## config.mk

```make
export PLATFORM = sky130hd
export DESIGN_NAME = life_ctrl_flat
export DESIGN_NICKNAME = d
export VERILOG_FILES = /design/src/rtl/life_ctrl_if.sv /design/src/rtl/life_ctrl.sv /design/src/flat_wrapper.sv
export SDC_FILE = /design/constraint.sdc
export NUM_CORES = 1
export LEC_CHECK = 0
export ABC_AREA = 1
export CAP_MARGIN = 40
export CORE_UTILIZATION = 53
export CTS_CLUSTER_SIZE = 14
export DETAILED_ROUTE_END_ITERATION = 7
export PLACE_DENSITY = 0.89
export SLEW_MARGIN = 10
export SYNTH_ARGS = -nofsm -noshare
export SYNTH_HDL_FRONTEND = slang
export SYNTH_SLANG_ARGS = --single-unit
```

## constraint.sdc

```tcl
create_clock -name clk -period 5.3 [get_ports clk]
set_input_delay 1.325 -clock clk [delete_from_list [all_inputs] [get_ports clk]]
set_output_delay 1.325 -clock clk [all_outputs]
set_load 0.01 [all_outputs]
```

## src/rtl/life_ctrl_if.sv

```systemverilog
// Host-side command and pattern-load channel of the Game of Life generation controller.
// The host drives the master modport; life_ctrl sits on the slave modport.
interface life_ctrl_if #(
    parameter int COLS  = 8,
    parameter int DIV_W = 16,
    parameter int GEN_W = 16
);
    logic             cmd_valid;
    logic             cmd_ready;
    logic [1:0]       cmd_op;
    logic [DIV_W-1:0] period;
    logic [GEN_W-1:0] max_gen;
    logic             ld_valid;
    logic             ld_ready;
    logic [COLS-1:0]  ld_data;

    modport master (
        output cmd_valid, cmd_op, period, max_gen, ld_valid, ld_data,
        input  cmd_ready, ld_ready
    );

    modport slave (
        input  cmd_valid, cmd_op, period, max_gen, ld_valid, ld_data,
        output cmd_ready, ld_ready
    );
endinterface

```

## src/rtl/life_ctrl.sv

```systemverilog
// Game of Life generation controller: pattern load, single/free-running stepping, halt detection.
// Define LIFE_CTRL_STABLE_DETECT_EN to add the stable-pattern halt (halt_cause 11).
module life_ctrl #(
    parameter int ROWS  = 8,
    parameter int COLS  = 8,
    parameter int DIV_W = 16,
    parameter int GEN_W = 16
) (
    input  logic                     clk,
    input  logic                     _rst,
    life_ctrl_if.slave               host,
    input  logic [ROWS*COLS-1:0]     grid_state,
    output logic                     step_en,
    output logic                     load_en,
    output logic [$clog2(ROWS)-1:0]  load_row,
    output logic [COLS-1:0]          load_data,
    output logic [GEN_W-1:0]         gen_count,
    output logic                     busy,
    output logic                     done,
    output logic [1:0]               halt_cause
);
    localparam int ROW_W = $clog2(ROWS);
    localparam logic [1:0] OP_STOP = 2'b00;
    localparam logic [1:0] OP_RUN  = 2'b01;
    localparam logic [1:0] OP_STEP = 2'b10;
    localparam logic [1:0] OP_LOAD = 2'b11;

    typedef enum logic [1:0] {IDLE, LOAD, RUN} state_t;

    state_t           state_reg, state_next;
    logic [DIV_W-1:0] div_reg, div_next, period_reg, period_next;
    logic [GEN_W-1:0] max_gen_reg, max_gen_next, gen_reg, gen_next;
    logic [ROW_W-1:0] row_reg, row_next, load_row_reg, load_row_next;
    logic [COLS-1:0]  load_data_reg, load_data_next;
    logic             step_reg, step_next, load_en_reg, load_en_next;
    logic             done_reg, done_next, check_reg, check_next;
    logic [1:0]       cause_reg, cause_next;

    logic             cmd_fire, ld_fire, discard, extinct, stable, check_halt, max_hit;
    logic [DIV_W-1:0] period_eff;
    logic [GEN_W-1:0] gen_inc;

    assign host.cmd_ready = (state_reg != LOAD);
    assign host.ld_ready  = (state_reg == LOAD);
    assign cmd_fire = host.cmd_valid && host.cmd_ready;
    assign ld_fire  = host.ld_valid && host.ld_ready;
    // An accepted STOP (or a LOAD that will actually start) cancels any pending halt check.
    assign discard  = cmd_fire && ((host.cmd_op == OP_STOP) ||
                                   (host.cmd_op == OP_LOAD && state_reg == IDLE));
    assign period_eff = (host.period == '0) ? DIV_W'(1) : host.period;
    assign extinct    = check_reg && (grid_state == '0);

`ifdef LIFE_CTRL_STABLE_DETECT_EN
    logic [ROWS*COLS-1:0] snap_reg;

    always_ff @(posedge clk) begin
        if (!_rst) begin
            snap_reg <= '0;
        end else if (step_en) begin
            snap_reg <= grid_state;
        end
    end

    assign stable = check_reg && !extinct && (grid_state == snap_reg);
`else
    assign stable = 1'b0;
`endif

    assign check_halt = (extinct || stable) && !discard && (state_reg != LOAD);
    // A halt seen in the check cycle also suppresses a step already queued by the divider.
    assign step_en = step_reg && !check_halt;
    assign gen_inc = gen_reg + GEN_W'(1);
    assign max_hit = step_en && (max_gen_reg != '0) && (gen_inc == max_gen_reg) &&
                     !discard && (state_reg != LOAD);

    always_ff @(posedge clk) begin
        if (!_rst) begin
            state_reg     <= IDLE;
            div_reg       <= '0;
            period_reg    <= '0;
            max_gen_reg   <= '0;
            gen_reg       <= '0;
            row_reg       <= '0;
            load_row_reg  <= '0;
            load_data_reg <= '0;
            step_reg      <= 1'b0;
            load_en_reg   <= 1'b0;
            done_reg      <= 1'b0;
            check_reg     <= 1'b0;
            cause_reg     <= 2'b00;
        end else begin
            state_reg     <= state_next;
            div_reg       <= div_next;
            period_reg    <= period_next;
            max_gen_reg   <= max_gen_next;
            gen_reg       <= gen_next;
            row_reg       <= row_next;
            load_row_reg  <= load_row_next;
            load_data_reg <= load_data_next;
            step_reg      <= step_next;
            load_en_reg   <= load_en_next;
            done_reg      <= done_next;
            check_reg     <= check_next;
            cause_reg     <= cause_next;
        end
    end

    always_comb begin
        state_next     = state_reg;
        div_next       = div_reg;
        period_next    = period_reg;
        max_gen_next   = max_gen_reg;
        gen_next       = gen_reg;
        row_next       = row_reg;
        load_row_next  = load_row_reg;
        load_data_next = load_data_reg;
        step_next      = 1'b0;
        load_en_next   = 1'b0;
        done_next      = 1'b0;
        cause_next     = cause_reg;
        check_next     = step_en;

        if (step_en) begin
            gen_next = gen_inc;
        end

        unique case (state_reg)
            IDLE: begin
                if (cmd_fire) begin
                    unique case (host.cmd_op)
                        OP_LOAD: begin
                            state_next = LOAD;
                            row_next   = '0;
                            check_next = 1'b0;
                        end
                        OP_RUN: begin
                            state_next   = RUN;
                            period_next  = period_eff;
                            max_gen_next = host.max_gen;
                            // Divider is preloaded so the first step lands P cycles after accept.
                            if (period_eff == DIV_W'(1)) begin
                                step_next = 1'b1;
                                div_next  = period_eff;
                            end else begin
                                div_next = period_eff - DIV_W'(1);
                            end
                        end
                        OP_STEP: begin
                            step_next    = 1'b1;
                            max_gen_next = host.max_gen;
                        end
                        default: check_next = 1'b0;
                    endcase
                end
            end
            LOAD: begin
                if (ld_fire) begin
                    load_en_next   = 1'b1;
                    load_row_next  = row_reg;
                    load_data_next = host.ld_data;
                    row_next       = row_reg + ROW_W'(1);
                    if (row_reg == ROW_W'(ROWS - 1)) begin
                        state_next = IDLE;
                        gen_next   = '0;
                    end
                end
            end
            RUN: begin
                if (div_reg == DIV_W'(1)) begin
                    step_next = 1'b1;
                    div_next  = period_reg;
                end else begin
                    div_next = div_reg - DIV_W'(1);
                end
                if (cmd_fire && host.cmd_op == OP_STOP) begin
                    state_next = IDLE;
                    step_next  = 1'b0;
                    done_next  = 1'b1;
                    cause_next = 2'b00;
                    check_next = 1'b0;
                end
            end
            default: state_next = IDLE;
        endcase

        // max_gen outranks the grid checks; reaching it drops this generation's check.
        if (max_hit) begin
            state_next = IDLE;
            step_next  = 1'b0;
            done_next  = 1'b1;
            cause_next = 2'b01;
            check_next = 1'b0;
        end else if (check_halt) begin
            state_next = IDLE;
            step_next  = 1'b0;
            done_next  = 1'b1;
            cause_next = extinct ? 2'b10 : 2'b11;
            check_next = 1'b0;
        end
    end

    assign load_en    = load_en_reg;
    assign load_row   = load_row_reg;
    assign load_data  = load_data_reg;
    assign gen_count  = gen_reg;
    assign busy       = (state_reg != IDLE);
    assign done       = done_reg;
    assign halt_cause = cause_reg;
endmodule

```

## src/flat_wrapper.sv

```systemverilog
// flat-port wrapper written by rule: the top's interface ports become plain ports
module life_ctrl_flat 
#(
    parameter int ROWS  = 8,
    parameter int COLS  = 8,
    parameter int DIV_W = 16,
    parameter int GEN_W = 16
)
  (clk, _rst, grid_state, step_en, load_en, load_row, load_data, gen_count, busy, done, halt_cause, host_cmd_valid, host_cmd_op, host_period, host_max_gen, host_ld_valid, host_ld_data, host_cmd_ready, host_ld_ready);
  life_ctrl_if #(.COLS(COLS), .DIV_W(DIV_W), .GEN_W(GEN_W)) host_i ();
  input  logic clk;
  input  logic _rst;
  input  logic [ROWS*COLS-1:0] grid_state;
  output logic step_en;
  output logic load_en;
  output logic [$clog2(ROWS)-1:0] load_row;
  output logic [COLS-1:0] load_data;
  output logic [GEN_W-1:0] gen_count;
  output logic busy;
  output logic done;
  output logic [1:0] halt_cause;
  input wire logic [$bits(host_i.cmd_valid)-1:0] host_cmd_valid;
  input wire logic [$bits(host_i.cmd_op)-1:0] host_cmd_op;
  input wire logic [$bits(host_i.period)-1:0] host_period;
  input wire logic [$bits(host_i.max_gen)-1:0] host_max_gen;
  input wire logic [$bits(host_i.ld_valid)-1:0] host_ld_valid;
  input wire logic [$bits(host_i.ld_data)-1:0] host_ld_data;
  output wire logic [$bits(host_i.cmd_ready)-1:0] host_cmd_ready;
  output wire logic [$bits(host_i.ld_ready)-1:0] host_ld_ready;
  assign host_i.cmd_valid = host_cmd_valid;
  assign host_i.cmd_op = host_cmd_op;
  assign host_i.period = host_period;
  assign host_i.max_gen = host_max_gen;
  assign host_i.ld_valid = host_ld_valid;
  assign host_i.ld_data = host_ld_data;
  assign host_cmd_ready = host_i.cmd_ready;
  assign host_ld_ready = host_i.ld_ready;
  life_ctrl #(.ROWS(ROWS), .COLS(COLS), .DIV_W(DIV_W), .GEN_W(GEN_W)) u_core (.clk(clk), ._rst(_rst), .host(host_i), .grid_state(grid_state), .step_en(step_en), .load_en(load_en), .load_row(load_row), .load_data(load_data), .gen_count(gen_count), .busy(busy), .done(done), .halt_cause(halt_cause));
endmodule
```

# Word level (Yosys, flattened, before mapping)
# Cells that the tools add are included.
[word_totals]
reg_bits = 86
output_inout_bits = 35
wordCells = 115
[op_classes]
add_sub_neg = 4
n_eq_ne = 17
muxes = 39
bitwise = 1
reduce_logical = 40
[op_table]
columns = ["operator", "count"]
rows = [
  ["two-way mux 16 bit", 9],
  ["zero test 64 bit", 1],
  ["== test 16 x 1 -> 1 bit (second input constant)", 2],
  ["case mux 16 bit (2 select lines)", 1],
  ["subtractor 16 x 1 -> 16 bit (second input constant)", 2],
  ["adder 16 x 1 -> 16 bit (second input constant)", 1],
  ["== test 16 bit", 1],
  ["zero test 16 bit", 1],
  ["nonzero test 16 bit", 1],
  ["two-way mux 1 bit", 14],
  ["logical AND 1 bit", 13],
  ["two-way mux 2 bit", 6],
  ["nonzero test 2 bit", 5],
  ["two-way mux 3 bit", 3],
  ["AND reduction 3 bit", 3],
  ["inequality test 2 x 1 -> 1 bit (second input constant)", 4],
  ["AND reduction 2 bit", 4],
  ["== test 2 bit (second input constant)", 3],
  ["inequality test 2 bit (second input constant)", 3],
  ["case mux 1 bit (2 select lines)", 3],
  ["case mux 2 bit (3 select lines)", 1],
  ["case mux 3 bit (2 select lines)", 1],
  ["nonzero test 3 bit", 2],
  ["AND reduction 5 bit", 1],
  ["other kinds (12)", 16],
]

# Logic depth before layout (Yosys ltp)
# Gate-level depths: netlist (run 1).
[depth]
word_depth = 15
mapped_depth = 15

# Worst setup path before layout (run 1)
# No wires, ideal clock.
[synth_timing]
path_kind = "input to output"
start = "in host_cmd_op[0]"
end = "out step_en"
arrival_ns = 2.290
setup_slack_ns = 1.685
path_stages = 9
n_path_buf = 1
cell_sequence = "inv_1 > ha_1 > nand3_2 > nand2_1 > nor2_1 > nand3_2 > nand2_1 > inv_2 > buf_2"
[synth_between]
elab_chain_cells = 9
elab_cells_between_ends = 10
cone_classes = "eq/ne: 1; reduce/logical: 9"
[synth_lines]
columns = ["element", "line_no", "text"]
rows = [
  ["start, declared", "flat_wrapper.sv:23", "input wire logic [$bits(host_i.cmd_op)-1:0] host_cmd_op;"],
  ["== test 2 bit", "life_ctrl.sv:49", "(host.cmd_op == OP_LOAD && state_reg == IDLE));"],
  ["logical AND 1 bit", "life_ctrl.sv:49", ""],
  ["logical OR 1 bit *", "life_ctrl.sv:48", "assign discard = cmd_fire && ((host.cmd_op == OP_STOP) ||"],
  ["logical AND 1 bit *", "life_ctrl.sv:48", ""],
  ["zero test 1 bit *", "life_ctrl.sv:69", "assign check_halt = (extinct || stable) && !discard && (state_reg != LOAD);"],
  ["logical AND 1 bit * (2 in a row)", "life_ctrl.sv:69", ""],
  ["zero test 1 bit *", "life_ctrl.sv:71", "assign step_en = step_reg && !check_halt;"],
  ["logical AND 1 bit *", "life_ctrl.sv:71", ""],
  ["end, declared", "flat_wrapper.sv:14", "output logic step_en;"],
]
# Mark *: on every way between the ends. The rest lies on a longest branch, timed or not.

# Worst setup path in the final report (run 1)
# Ends and elaborated chain as after synthesis.

==> results of run 1 <==
area by class of cell:
cell class	instances	area (µm²)	share of cell area [%]
diodes	1	2.50	0.0357
inverters	100	375	5.35
repair buffers	149	1480	21.1
clock buffers	11	131	1.87
multi-input cells	622	3020	43.1
clock inverters	4	120	1.71
flip-flops and latches	86	1720	24.5
well taps	129	161	2.30
power groups by stage:
stage / clock network, mW / registers, mW / logic [mW]
2_1_floorplan: 0 / 0.733 / 0.276
3_3_place_gp: 0 / 0.738 / 0.440
3_5_place_dp: 0 / 0.738 / 0.448
4_1_cts: 0.591 / 0.724 / 0.451
5_1_grt: 0.622 / 0.731 / 0.506
6_report: 0.585 / 0.725 / 0.455
critical path: stages:
cell	delay, ns
clkdlybuf4s50_1	0.52
inv_1	0.08
ha_1	0.21
nand3_2	0.10
nand2_1	0.07
nor2_1	0.17
nand3_2	0.13
nand2_1	0.35
inv_2	0.06
clkdlybuf4s50_1	0.48
metal layers:
| metal | up-vias | part of all wire [%] | track usage [%] |
|---|---|---|---|
| met4 | 0 | 3.5 | 12.2 |
| li1 | 2986 | - | - |
| met1 | 2602 | 40 | 34.8 |
| met3 | 48 | 5.9 | 6.76 |
| met5 | - | 0 | 0 |
| met2 | 189 | 50 | 54.4 |
worst max path at each step:
stage | startpoint | slack, ns | end | cells past startpoint
floorplan | host_cmd_op[0] | 1.69 | step_en | 9
global placement | host_cmd_op[0] | 0.56 | step_en | 10
detailed placement | host_cmd_op[0] | 0.49 | step_en | 10
CTS | host_cmd_op[0] | 0.47 | step_en | 10
global route | host_cmd_op[0] | 0.36 | step_en | 10
finish | host_cmd_op[0] | 0.47 | step_en | 10
cell families after synthesis:
group           after synthesis
xor+xnor                     18
buf+inv                     127
simple gates                419
flops                        86
compound gates              174
fa+ha+maj                    11
stage by stage:
stage / power (mW) / util (%) / worst slack [ns]
after floorplan: 1.01 / - / 1.69
after global placement: 1.18 / 71.7 / 0.561
after detailed placement: 1.19 / 71.8 / 0.490
after CTS: 1.77 / 74.5 / 0.474
after global routing: 1.86 / 74.5 / 0.364
final: 1.76 / 74.5 / 0.469
cell usage in the layout (no fill, tap or decap), types with 5 or more instances in the layout:
master,netlist,final
nand4_1,13,13
nor2_1,128,128
nand2_1,192,192
o21ai_0,71,71
clkbuf_8,0,9
a31oi_1,5,5
o211ai_1,13,13
nand3_1,58,58
ha_1,11,11
dfxtp_1,86,86
a21oi_1,72,72
nand2_2,5,5
buf_4,3,5
clkdlybuf4s50_1,0,144
xor2_1,15,15
inv_1,95,95
==> impl_metrics.csv, run 1 <==
group,metric,value,unit
setup_path,r2r_cells,14,
synthesis,synthFlopType,"dfxtp_1",
cts,clk_pin_slew_worst_paths,0.08,ns
timing,drv_slew,0,
worst_hold_path,hold_path.class,"register to register",
power_and_ir_drop,seq_power_share,41.1,%
timing,tightest_slew,0.849,ns
power_and_ir_drop,switching_share,29.0,%
floorplan,die_w,101,µm
cts,cts_root_buf,"clkbuf_8",
cts,cts_buffers,9,
synthesis,synth_edf_count,0,
global_routing,antenna_found_initial,0,
global_routing,grt_pass1_wl,24600,µm
floorplan,core-area,9420,µm²
job,drv_cap,0,
run_status,outcome,"finished, final reports clean",
synthesis,synth_adder_area_share,2.62,%
placed_design,placed_area,6760,µm²
synthesis,ys_seq_area_share,32.8,%
setup_path,crit_type,"primary input to primary output",
synthesis,synth_top_family_by_area,"simple AND/OR/NAND/NOR gates",
cts,htree_levels,3,
floorplan,initial_core_util,55.7,%
global_routing,grt_use_total,30.3,%
global_routing,grt_start_max_net_pins,33,
timing,max_freq,207,MHz
setup_path,regToRegEndpoint,"u_core.check_reg",
cts,cts_hold_buf,0,
synthesis,synth.most_common_cell,"nand2_1",
synthesis,synthXorXnorAreaFrac,3.01,%
timing,fin_crit_sh,91.1,%
timing,skew,0.0112,ns
setup_path,critPathLaunchType,"primary input",
cts,cts_buffer_depth,2,
timing,period_needed,4.83,ns
synthesis,yosys-mux-area-fraction,0,%
synthesis,ys_warn_count,0,
synthesis,syn_inst,835,
worst_hold_path,worst_hold_startpoint,"u_core.load_data[3]",
synthesis,syn_area,5250,µm²
route,routedWlPerCell,13.5,µm
route,dr.pass1.iters,5,
synthesis,syn-num-nets,956,
power_and_ir_drop,internal-power,1.25,mW
cts,cts_resized,0,
timing,slew_headroom,43.3,%
route,drt-total-wl,14900,µm
final_layout,fin_area,7020,µm²
route,vias,5825,
synthesis,synth_compound_area_share,18.0,%
placed_design,dpl.hpwl,11500,µm
timing,timing.hold.ws,0.466,ns
final_layout,layout.nets,1089,
synthesis,yosysTopAreaCell,"dfxtp_1",
power_and_ir_drop,vdd_drop_max,0.196,mV
floorplan,rows,35,
setup_path,cp.arrival,3.51,ns
cts,cts_sinks,86,
synthesis,synth_common_cells,"nand2_1, nor2_1, inv_1",
floorplan,io_pins,145,
placed_design,gp_congestion,0.894,
global_routing,grt_pass1_vias,5495,
synthesis,yosys-top-cells-area,"dfxtp_1, nand2_1, nor2_1",
floorplan,die_area,10300,µm²
global_routing,grt_remaining_overflow,0,
setup_path,cp_data_required_time,3.97,ns
cts,cts_tree,"built",
synthesis,synth_cell_type_count,38,
placed_design,port_buffers,144,
power_and_ir_drop,p_clk_share,33.2,%
setup_path,endpoint_kind,"primary output",
timing,grt_setup_unrepaired,"false",
floorplan,die_y,101,µm
final_layout,fin_cells,1102,
setup_path,reg2reg_from,"u_core.gen_count[0]",
route,ant_nets,0,
timing,fin_tns_setup,0,ns
synthesis,ys_ff_latch,86,
placed_design,dp_cells,1086,
synthesis,yosys.area_share.simple,34.0,%
cts,clk-insertion-delay-late,0.37,ns
worst_hold_path,hold_depth,2,
cts,cts_setup_buffers,0,
power_and_ir_drop,power.leakage,2.97,nW
power_and_ir_drop,switching_power,512,µW
final_layout,layout-drive-gt1-share,4.32,%
final_layout,syn2layout_area_growth,33.7,%
synthesis,postSynthAreaPerCell,6.28,µm²
timing,finalHoldViolCount,0,
worst_hold_path,min_delay_worst_endpoint,"u_core.load_data[3]",
setup_path,r2r_slack,2.86,ns
power_and_ir_drop,power_density,252,nW/µm²
synthesis,yosysTopAreaCellShare,32.8,%
setup_path,worst-path-max-fanout,11,
timing,setup-violations-final,0,
power_and_ir_drop,share_comb_of_total_power,25.8,%
final_layout,fill_cells,759,
synthesis,ys_async_sr_fraction,0,%
route,initialDrtViolationCount,312,
route,drcViolationCount,0,
route,via_per_inst,5.29,
Note: power is estimated with default switching activity, not from simulation.
==> inputs of run 2 (changes only) <==
TNS_END_PERCENT = 1   (was default)
==> results of run 2 <==
Final layout, timing and power as in run 1 (identical DEF).
==> patch: new RTL, settings of run 1 <==
Add a define of `LIFE_CTRL_STABLE_DETECT_EN`.
--- a/src/rtl/life_ctrl.sv
+++ b/src/rtl/life_ctrl.sv
@@ -2,2 +2,4 @@
 // Define LIFE_CTRL_STABLE_DETECT_EN to add the stable-pattern halt (halt_cause 11).
+`define LIFE_CTRL_STABLE_DETECT_EN
+
 module life_ctrl #(
Function: changed (a bounded check fails within 4 cycles, from zero or initial values and one cycle with _rst low).
==> patch against run 1 <==
  * Design area rose by 53%
  * Sequential cell count rose by 64
  * Critical endpoint unchanged
  * Area after synthesis rose by 63%
  * Wire length rose by 50%
  * Fmax rose by 2.5%
  * Largest power group is now the clock network
  * Total power rose by 81%
  * Sequential share of layout area rose by 3.5 points
  * Setup slack improved by 0.12 ns
  * Sequential power rose by 71%
  * Largest cell class unchanged
  * Final cell count rose by 55%
==> patch: results (changes against run 1) <==
Outcome: finished clean
Post-DP HPWL: 15,800 microns (+38%)
# fillers: 1,351 (+78%)
Fin cells: 1,707 (+55%)
Top cells by area, synth: dfxtp_1 (35%), nand2_1 (13%), nor2_1 (10%)
PwrDens: 298 mW/mm^2 (+19%)
Routed WL per cell: 13.1 microns (-3.2%)
Worst VDD drop: 236 uV (+20%)
Largest stage delay, worst path: 0.56 ns (+0.04 ns)
List of most frequent post-synthesis cells: nand2_1 (301), nor2_1 (229), inv_1 (184)
Global-route wire length before repair: 36,300 microns (+48%)
Post-DR vias/cell: 5.29 (+0.16%)
Worst-Margin Slew: 0.787 ns (-0.0622 ns)
P_leak: 4.73 nW (+59%)
Placed insts: 1,675 (+54%)
Largest net degree at the start of global routing: 128 (+290%)
Initial DRC count: 753 (+140%)
Final Hold Slack: 0.464 ns (-0.00250 ns)
Mapped Cells: 1,355 (+62%)
Critical Path Fanout Max: 4 (-7)
DP Area: 0.0101 sq mm (+49%)
Drt first pass iters: 6 (+1)
Skew final: 0.00870 ns (-0.00246 ns)
Compound-Gate Fraction of Synth Area: 0.182 (+0.00178)
Gpl congestion: 0.918 (+2.7%)
Reg-to-reg setup timing slack: 2.76 ns (-0.10 ns)
Post-CTS setup buffers: 0 (unchanged)
Mapped Nets: 1,476 (+54%)
Nets: 1,599 (+47%)
Post-Place Worst Slack: 0.608 ns (+0.118 ns)
Vias in the first global route: 8,009 (+46%)
Total track usage: 0.272 (-0.0312)
Worst hold endpoint: u_core.load_row[0]
Synthesized-area fraction occupied by adder cells: 0.0161 (-0.0102)
Root Driver: clkbuf_16
Min-delay src: u_core.load_row[0]
R2R Path Start: u_core.state_reg[0]
Post-Synth XOR/XNOR Area: 0.0276 (-0.00247)
Number of diodes: 0 (-1)
Post-synthesis mux area share: 0 (unchanged)
Post-synthesis sequential area ratio: 0.350 (+0.0221)
Clock Latency Late Sink: 0.43 ns (+0.06 ns)
RR Endpoint: u_core.gen_count[3]
CTS clk-pin slew, worst paths: 0.05 ns (-0.03 ns)
Layout cell share with drive strength beyond 1: 0.0376 (-0.00565)
Worst reg-to-reg path cell count: 10 (-4)
H-tree Lvls: 4 (+1)
## patch: cell types whose count changed in the layout (fill, tap and decap cells not counted), sizes merged, moves of 13 or more
cell,delta
nor2,+101
dfxtp,+64
nand2,+109
clkbuf,+13
o21ai,+73
inv,+89
a21oi,+31
## patch: cells by family (layout without fill, tap and decap cells)
logic type	after synthesis	in the layout
buffers and inverters	235	371
XOR/XNOR	27	27
adder cells (fa/ha/maj)	11	11
flip-flops	150	150
AO/OA/AOI/OAI	291	291
AND/OR/NAND/NOR	641	641
## patch: per-layer routing
metal | up-vias | part of all wire | global-route usage | wire [microns]
met3 | 45 | 0.082 | 0.0590 | 1840
met5 | - | 0 | 0 | 0
met2 | 350 | 0.48 | 0.460 | 10600
met4 | 0 | 0.020 | 0.101 | 454
met1 | 4055 | 0.42 | 0.338 | 9440
li1 | 4587 | - | - | -
## patch: worst max path at each step
stage | start | to | slack (ns) | depth (start not counted)
4_1_cts | grid_state[60] | step_en | 0.59 | 8
2_1_floorplan | host_cmd_op[0] | step_en | 1.64 | 7
5_1_grt | grid_state[47] | step_en | 0.46 | 13
6_report | host_cmd_op[0] | step_en | 0.59 | 8
3_3_place_gp | grid_state[60] | step_en | 0.61 | 8
3_5_place_dp | grid_state[60] | step_en | 0.61 | 8
## patch: power breakdown
group	internal [mW]	switching (mW)
Combinational	0.256	0.349
Clock	0.885	0.461
Sequential	1.19	0.0512
Total	2.33	0.861
## patch: area by class of cell
type	instances	share of cell area
well taps	216	0.0252
inverters	190	0.0666
flip-flops and latches	150	0.280
clock inverters	8	0.0156
repair buffers	149	0.138
multi-input cells	970	0.429
clock buffers	24	0.0459
